--- config.mk ---
export PLATFORM = sky130hd
export DESIGN_NAME = iter_muldiv
export DESIGN_NICKNAME = d
export VERILOG_FILES = /design/src/rtl/iter_muldiv.sv
export SDC_FILE = /design/constraint.sdc
export NUM_CORES = 1
export LEC_CHECK = 0
export BUFFER_PORTS_ARGS = -buffer_cell sky130_fd_sc_hd__buf_2
export CAP_MARGIN = 20
export CELL_PAD_IN_SITES_DETAIL_PLACEMENT = 1
export CELL_PAD_IN_SITES_GLOBAL_PLACEMENT = 1
export CORE_AREA = 4 4 89 66
export DETAILED_ROUTE_END_ITERATION = 8
export DIE_AREA = 0 0 93 70
export GPL_TIMING_DRIVEN = 0
export HOLD_SLACK_MARGIN = 0.15
export PLACE_DENSITY = 0.71
export SLEW_MARGIN = 20
export SYNTH_ARGS = -nofsm -noshare
export SYNTH_HDL_FRONTEND = slang
export SYNTH_SLANG_ARGS = --single-unit
--- constraint.sdc ---
create_clock -name clk -period 1.75 [get_ports clk]
set_input_delay 0.2625 -clock clk [delete_from_list [all_inputs] [get_ports clk]]
set_output_delay 0.2625 -clock clk [all_outputs]
set_load 0.03 [all_outputs]
--- src/rtl/iter_muldiv.sv ---
// iter_muldiv: iterative unsigned multiplier / divider with a valid/ready
// handshake on both sides. One operand bit is processed per clock, so a
// non-trivial operation occupies the block for exactly WIDTH cycles.
//
// Build option:
//   MULDIV_DIV_EN - when defined, the restoring divider is compiled in.
//                   When undefined, op=1 is accepted but reported as an
//                   unsupported operation (result=0, err=1) without running.
//
// Datapath registers are shared between the two operations:
//   multiply : hi_q = running partial product (upper half),
//              lo_q = multiplier shifting out LSB-first while product bits
//                     shift in from the top, opnd_q = multiplicand.
//   divide   : hi_q = partial remainder,
//              lo_q = dividend shifting out MSB-first while quotient bits
//                     shift in from the bottom, opnd_q = divisor.
// After the last iteration {hi_q, lo_q} is directly the architected result.
module iter_muldiv #(
  parameter int WIDTH = 8
) (
  input  logic                 clk,
  input  logic                 rst_n,
  input  logic                 in_valid,
  output logic                 in_ready,
  input  logic                 op,
  input  logic [WIDTH-1:0]     a,
  input  logic [WIDTH-1:0]     b,
  output logic                 out_valid,
  input  logic                 out_ready,
  output logic [2*WIDTH-1:0]   result,
  output logic                 err
);

  localparam int CNT_W = $clog2(WIDTH + 1);

  typedef enum logic [1:0] {
    IDLE = 2'd0,
    RUN  = 2'd1,
    DONE = 2'd2
  } state_e;

  state_e             state_q, state_d;
  logic [CNT_W-1:0]   cnt_q, cnt_d;
  logic [WIDTH-1:0]   hi_q, hi_d;
  logic [WIDTH-1:0]   lo_q, lo_d;
  logic [WIDTH-1:0]   opnd_q, opnd_d;
  logic               err_q, err_d;
`ifdef MULDIV_DIV_EN
  logic               op_q, op_d;
`endif

  logic               accept;
  logic               last_iter;
  logic               skip_run;

  // One shift-add step: add the multiplicand when the current multiplier
  // LSB is set, then shift the whole {carry, hi, lo} right by one.
  function automatic logic [2*WIDTH-1:0] mul_step(
    input logic [WIDTH-1:0] hi,
    input logic [WIDTH-1:0] lo,
    input logic [WIDTH-1:0] mcand
  );
    logic [WIDTH-1:0] addend;
    logic [WIDTH:0]   sum;
    addend = lo[0] ? mcand : {WIDTH{1'b0}};
    sum    = {1'b0, hi} + {1'b0, addend};
    return {sum, lo[WIDTH-1:1]};
  endfunction

`ifdef MULDIV_DIV_EN
  // One restoring-division step: bring the next dividend bit into the
  // partial remainder, trial-subtract the divisor, keep the difference only
  // when it is non-negative, and shift the resulting quotient bit in.
  // The shifted remainder needs WIDTH+1 bits because it can reach
  // 2*divisor-1; the subtraction carries one more bit to expose the sign.
  function automatic logic [2*WIDTH-1:0] div_step(
    input logic [WIDTH-1:0] hi,
    input logic [WIDTH-1:0] lo,
    input logic [WIDTH-1:0] dvsr
  );
    logic [WIDTH:0]   shifted;
    logic [WIDTH+1:0] diff;
    shifted = {hi, lo[WIDTH-1]};
    diff    = {1'b0, shifted} - {2'b00, dvsr};
    if (!diff[WIDTH+1]) begin
      return {diff[WIDTH-1:0], lo[WIDTH-2:0], 1'b1};
    end else begin
      return {shifted[WIDTH-1:0], lo[WIDTH-2:0], 1'b0};
    end
  endfunction
`endif

  assign accept    = in_valid && (state_q == IDLE);
  assign last_iter = (cnt_q == CNT_W'(WIDTH - 1));

`ifdef MULDIV_DIV_EN
  // Divide by zero has a fixed answer, so it never needs the iteration loop.
  assign skip_run = op && (b == {WIDTH{1'b0}});
`else
  // Without the divider every op=1 request is answered immediately as an error.
  assign skip_run = op;
`endif

  // State and datapath registers; reset abandons any operation in flight.
  always_ff @(posedge clk or negedge rst_n) begin
    if (!rst_n) begin
      state_q <= IDLE;
      cnt_q   <= '0;
      hi_q    <= '0;
      lo_q    <= '0;
      opnd_q  <= '0;
      err_q   <= 1'b0;
`ifdef MULDIV_DIV_EN
      op_q    <= 1'b0;
`endif
    end else begin
      state_q <= state_d;
      cnt_q   <= cnt_d;
      hi_q    <= hi_d;
      lo_q    <= lo_d;
      opnd_q  <= opnd_d;
      err_q   <= err_d;
`ifdef MULDIV_DIV_EN
      op_q    <= op_d;
`endif
    end
  end

  // Next-state logic: IDLE -> RUN (or straight to DONE) -> DONE -> IDLE.
  always_comb begin
    state_d = state_q;
    unique case (state_q)
      IDLE: begin
        if (in_valid) begin
          state_d = skip_run ? DONE : RUN;
        end
      end
      RUN: begin
        if (last_iter) begin
          state_d = DONE;
        end
      end
      DONE: begin
        if (out_ready) begin
          state_d = IDLE;
        end
      end
      default: state_d = IDLE;
    endcase
  end

  // Datapath: capture operands on acceptance, iterate once per RUN cycle,
  // and otherwise hold (which keeps result/err stable through DONE).
  always_comb begin
    cnt_d  = cnt_q;
    hi_d   = hi_q;
    lo_d   = lo_q;
    opnd_d = opnd_q;
    err_d  = err_q;
`ifdef MULDIV_DIV_EN
    op_d   = op_q;
`endif
    if (accept) begin
      cnt_d = '0;
`ifdef MULDIV_DIV_EN
      op_d = op;
      if (!op) begin
        hi_d   = '0;
        lo_d   = b;
        opnd_d = a;
        err_d  = 1'b0;
      end else if (b == {WIDTH{1'b0}}) begin
        hi_d   = a;
        lo_d   = '1;
        opnd_d = b;
        err_d  = 1'b1;
      end else begin
        hi_d   = '0;
        lo_d   = a;
        opnd_d = b;
        err_d  = 1'b0;
      end
`else
      if (!op) begin
        hi_d   = '0;
        lo_d   = b;
        opnd_d = a;
        err_d  = 1'b0;
      end else begin
        hi_d   = '0;
        lo_d   = '0;
        opnd_d = '0;
        err_d  = 1'b1;
      end
`endif
    end else if (state_q == RUN) begin
      cnt_d = cnt_q + CNT_W'(1);
`ifdef MULDIV_DIV_EN
      if (op_q) begin
        {hi_d, lo_d} = div_step(hi_q, lo_q, opnd_q);
      end else begin
        {hi_d, lo_d} = mul_step(hi_q, lo_q, opnd_q);
      end
`else
      {hi_d, lo_d} = mul_step(hi_q, lo_q, opnd_q);
`endif
    end
  end

  // Outputs: handshakes decoded from state, result taken straight from the datapath.
  always_comb begin
    in_ready  = (state_q == IDLE);
    out_valid = (state_q == DONE);
    result    = {hi_q, lo_q};
    err       = err_q;
  end

endmodule

==> results.cfg <==
[status]
outcome = finished, violations left
violations = setup timing

[grt]
grt_pass1_vias = 1592
overflow = 0
grt_max_degree = 32
antenna_found_initial = 0
grtUsageTotal_pct = 15.6
grt_first_pass_wirelength_um = 7760

[logic_synthesis]
ys_seq_area_share_pct = 44.5
ys_ff_latch = 31
syn_avg_cell_area_sq_um = 9.42
synth.distinct_cells = 39
synth_flop_cell = dfrtp_1
syn-num-nets = 216
yosys_warnings = 0
synthCells = 185
syn_area_sq_um = 1740
yosysTopAreaCell = dfrtp_1
synth_edf_count = 0
synth_area_leaders = dfrtp_1 45%, o21ai_0 7.2%, ha_1 6.5%
synthArstFlopShare_pct = 100
yosysTopAreaCellShare_pct = 44.5

[clock_network]
clk_path_buf_depth = 2
cts_tree = done
cts_made_buffers = 5
clock-root-buffer = clkbuf_8
numClockSinks = 31
ctsHtreeMaxLevel = 2
clkLatencyLatePin_ns = 0.28
path_clk_slew_ns = 0.07

[drt]
totalWireLength_um = 4580
drt_iter0_markers = 32
vias = 1492
first_pass_iters = 4
routed_via_density = 4.83
wl_per_cell_um = 14.8
drc = 0
postRouteAntennaNets = 0

[sta]
tightest_slew_ns = 0.696
finalCritPeriodShare_pct = 104
final_max_slew_viol_count = 0
worst_slack_ns = -0.0761
layout_min_cycle_time_ns = 1.83
final-setup-viol-count = 3
hold_violations = 0
final.setup.tns_ns = -0.185
slew_headroom_pct = 53.6
max_freq_ghz = 0.548
grt_setup_unrepaired = yes
skew_ns = 0.00695

[final_layout]
drive_gt1_share_pct = 33.8
multi_input_comb_area_sq_um = 990
final_common_cell = buf_2
n_fill_cell = 619
stdcell_count = 309
nNetsFinal = 268
area_growth_pct = 31.7
final_cell_area_sq_um = 2290
diodes = 0
seqCellArea_sq_um = 777
mostFrequentLayoutCells = 39 x buf_2, 30 x dfrtp_1, 26 x nand2_1, 22 x o21ai_0

[place]
placed_cell_area_sq_um = 2080
dp_hpwl_um = 3390
place_inst = 295
port-buffer-count = 38
routabilityCongestion = 0.860
dpl_worst_slack_ns = -0.115

[run]
cap_violations = 0

[floorplan]
fp.dieH_um = 70
die_w_um = 93
dieArea_sq_um = 6510
fp-row-count = 22
ios = 40
core_area_sq_um = 5060
start_util_pct = 34.4

[power]
peakVddDrop_mv = 0.512
power.density_nw_per_um2 = 1630
power_leakage_nw = 1.06
finalPower_w = 0.00374

[worst_setup_path]
required_ns = 1.91
cp-start-kind = register
end_kind = register
critical_path_class = reg2reg
cp.arrival_ns = 1.98
worstPathMaxFanout = 7

[hold_path]
min_path_type = in2reg
==> flip-flops by register name, summed over array words and instances, names as in the netlist <==
register,count
cnt_q,4
err,1
hi_q,8
lo_q,8
opnd_q,8
state_q,2
==> stage by stage <==
step,hold slack [ns],utilization [%]
finish,0.240,45.3
global route,0.254,45.3
CTS,0.236,44.8
detailed placement,0.353,41.0
global placement,0.353,41.0
floorplan,-0.0331,-
==> power by group <==
group / internal, W / switching (W) / total (W)
combinational: 0.000666 / 0.00114 / 0.00181
sequential: 0.00102 / 0.000245 / 0.00126
clock: 0.000417 / 0.000258 / 0.000675
==> synthesized netlist by cell type (2+ instances only) <==
master    instances
and2_1            8
dfrtp_1          31
o211ai_1          2
clkbuf_1          5
nand3_1           4
o21ai_1           2
nor2_1            8
a22oi_1           2
nand2b_1         11
buf_6             2
o21ai_0          25
a22o_1            2
nand2_1          26
xnor2_1           3
nor3_1            2
a21oi_1          13
ha_1              9
nor3b_1           7
nand4_1           2
nor3b_2           2
==> worst max-delay path, stage by stage (launching register included) <==
cell and delay (ns):
dfrtp_2 0.45, and2_4 0.16, ha_4 0.16, fa_2 0.35, a21oi_2 0.18, o211ai_1 0.15
xnor2_1 0.19, o21ai_1 0.07
==> path summary, 6_finish.rpt <==
kind	start	end	slack, ns	cells past startpoint
max	lo_q[0]	hi_q[5]	-0.08	7
min	out_ready	state_q[1]	0.24	3
max reg2reg	lo_q[0]	hi_q[5]	-0.08	7
min reg2reg	opnd_q[2]	opnd_q[2]	0.48	2
max in group asynchronous	rst_n	lo_q[0]	0.70	2
min in group asynchronous	rst_n	lo_q[2]	0.56	2
==> metal layers <==
| layer | track usage (%) | vias up | wire [um] |
|---|---|---|---|
| met5 | 0 | - | 0 |
| met4 | 5.37 | 0 | 77 |
| met3 | 3.23 | 7 | 125 |
| met2 | 23.9 | 25 | 2100 |
| met1 | 21.7 | 716 | 2280 |
| li1 | - | 744 | - |
==> layout make-up <==
type	count	share of cell area [%]
repair buffers	45	10.7
plain buffers	11	3.76
well taps	72	3.93
multi-input cells	142	43.1
clock inverters	1	1.31
clock buffers	6	3.16
inverters	1	0.164
flip-flops and latches	31	33.9
==> kinds of logic after synthesis <==
kind of cell	synth area share (%)
buf+inv	4.95
mux	1.22
fa+ha+maj	7.61
compound gates	16.5
simple gates	23.2
xor+xnor	2.01
flops	44.5
==> repair_timing <==
action | CTS | global route
buffers inserted | 5 | 1
gates resized for setup | 7 | 9
hold buffers | 1 | 0
pin swaps | 6 | 3
setup endpoints to repair | 8 | 15
endpoints found under the hold margin | 31 | 0
No activity file was read; power rests on OpenSTA's default activity.
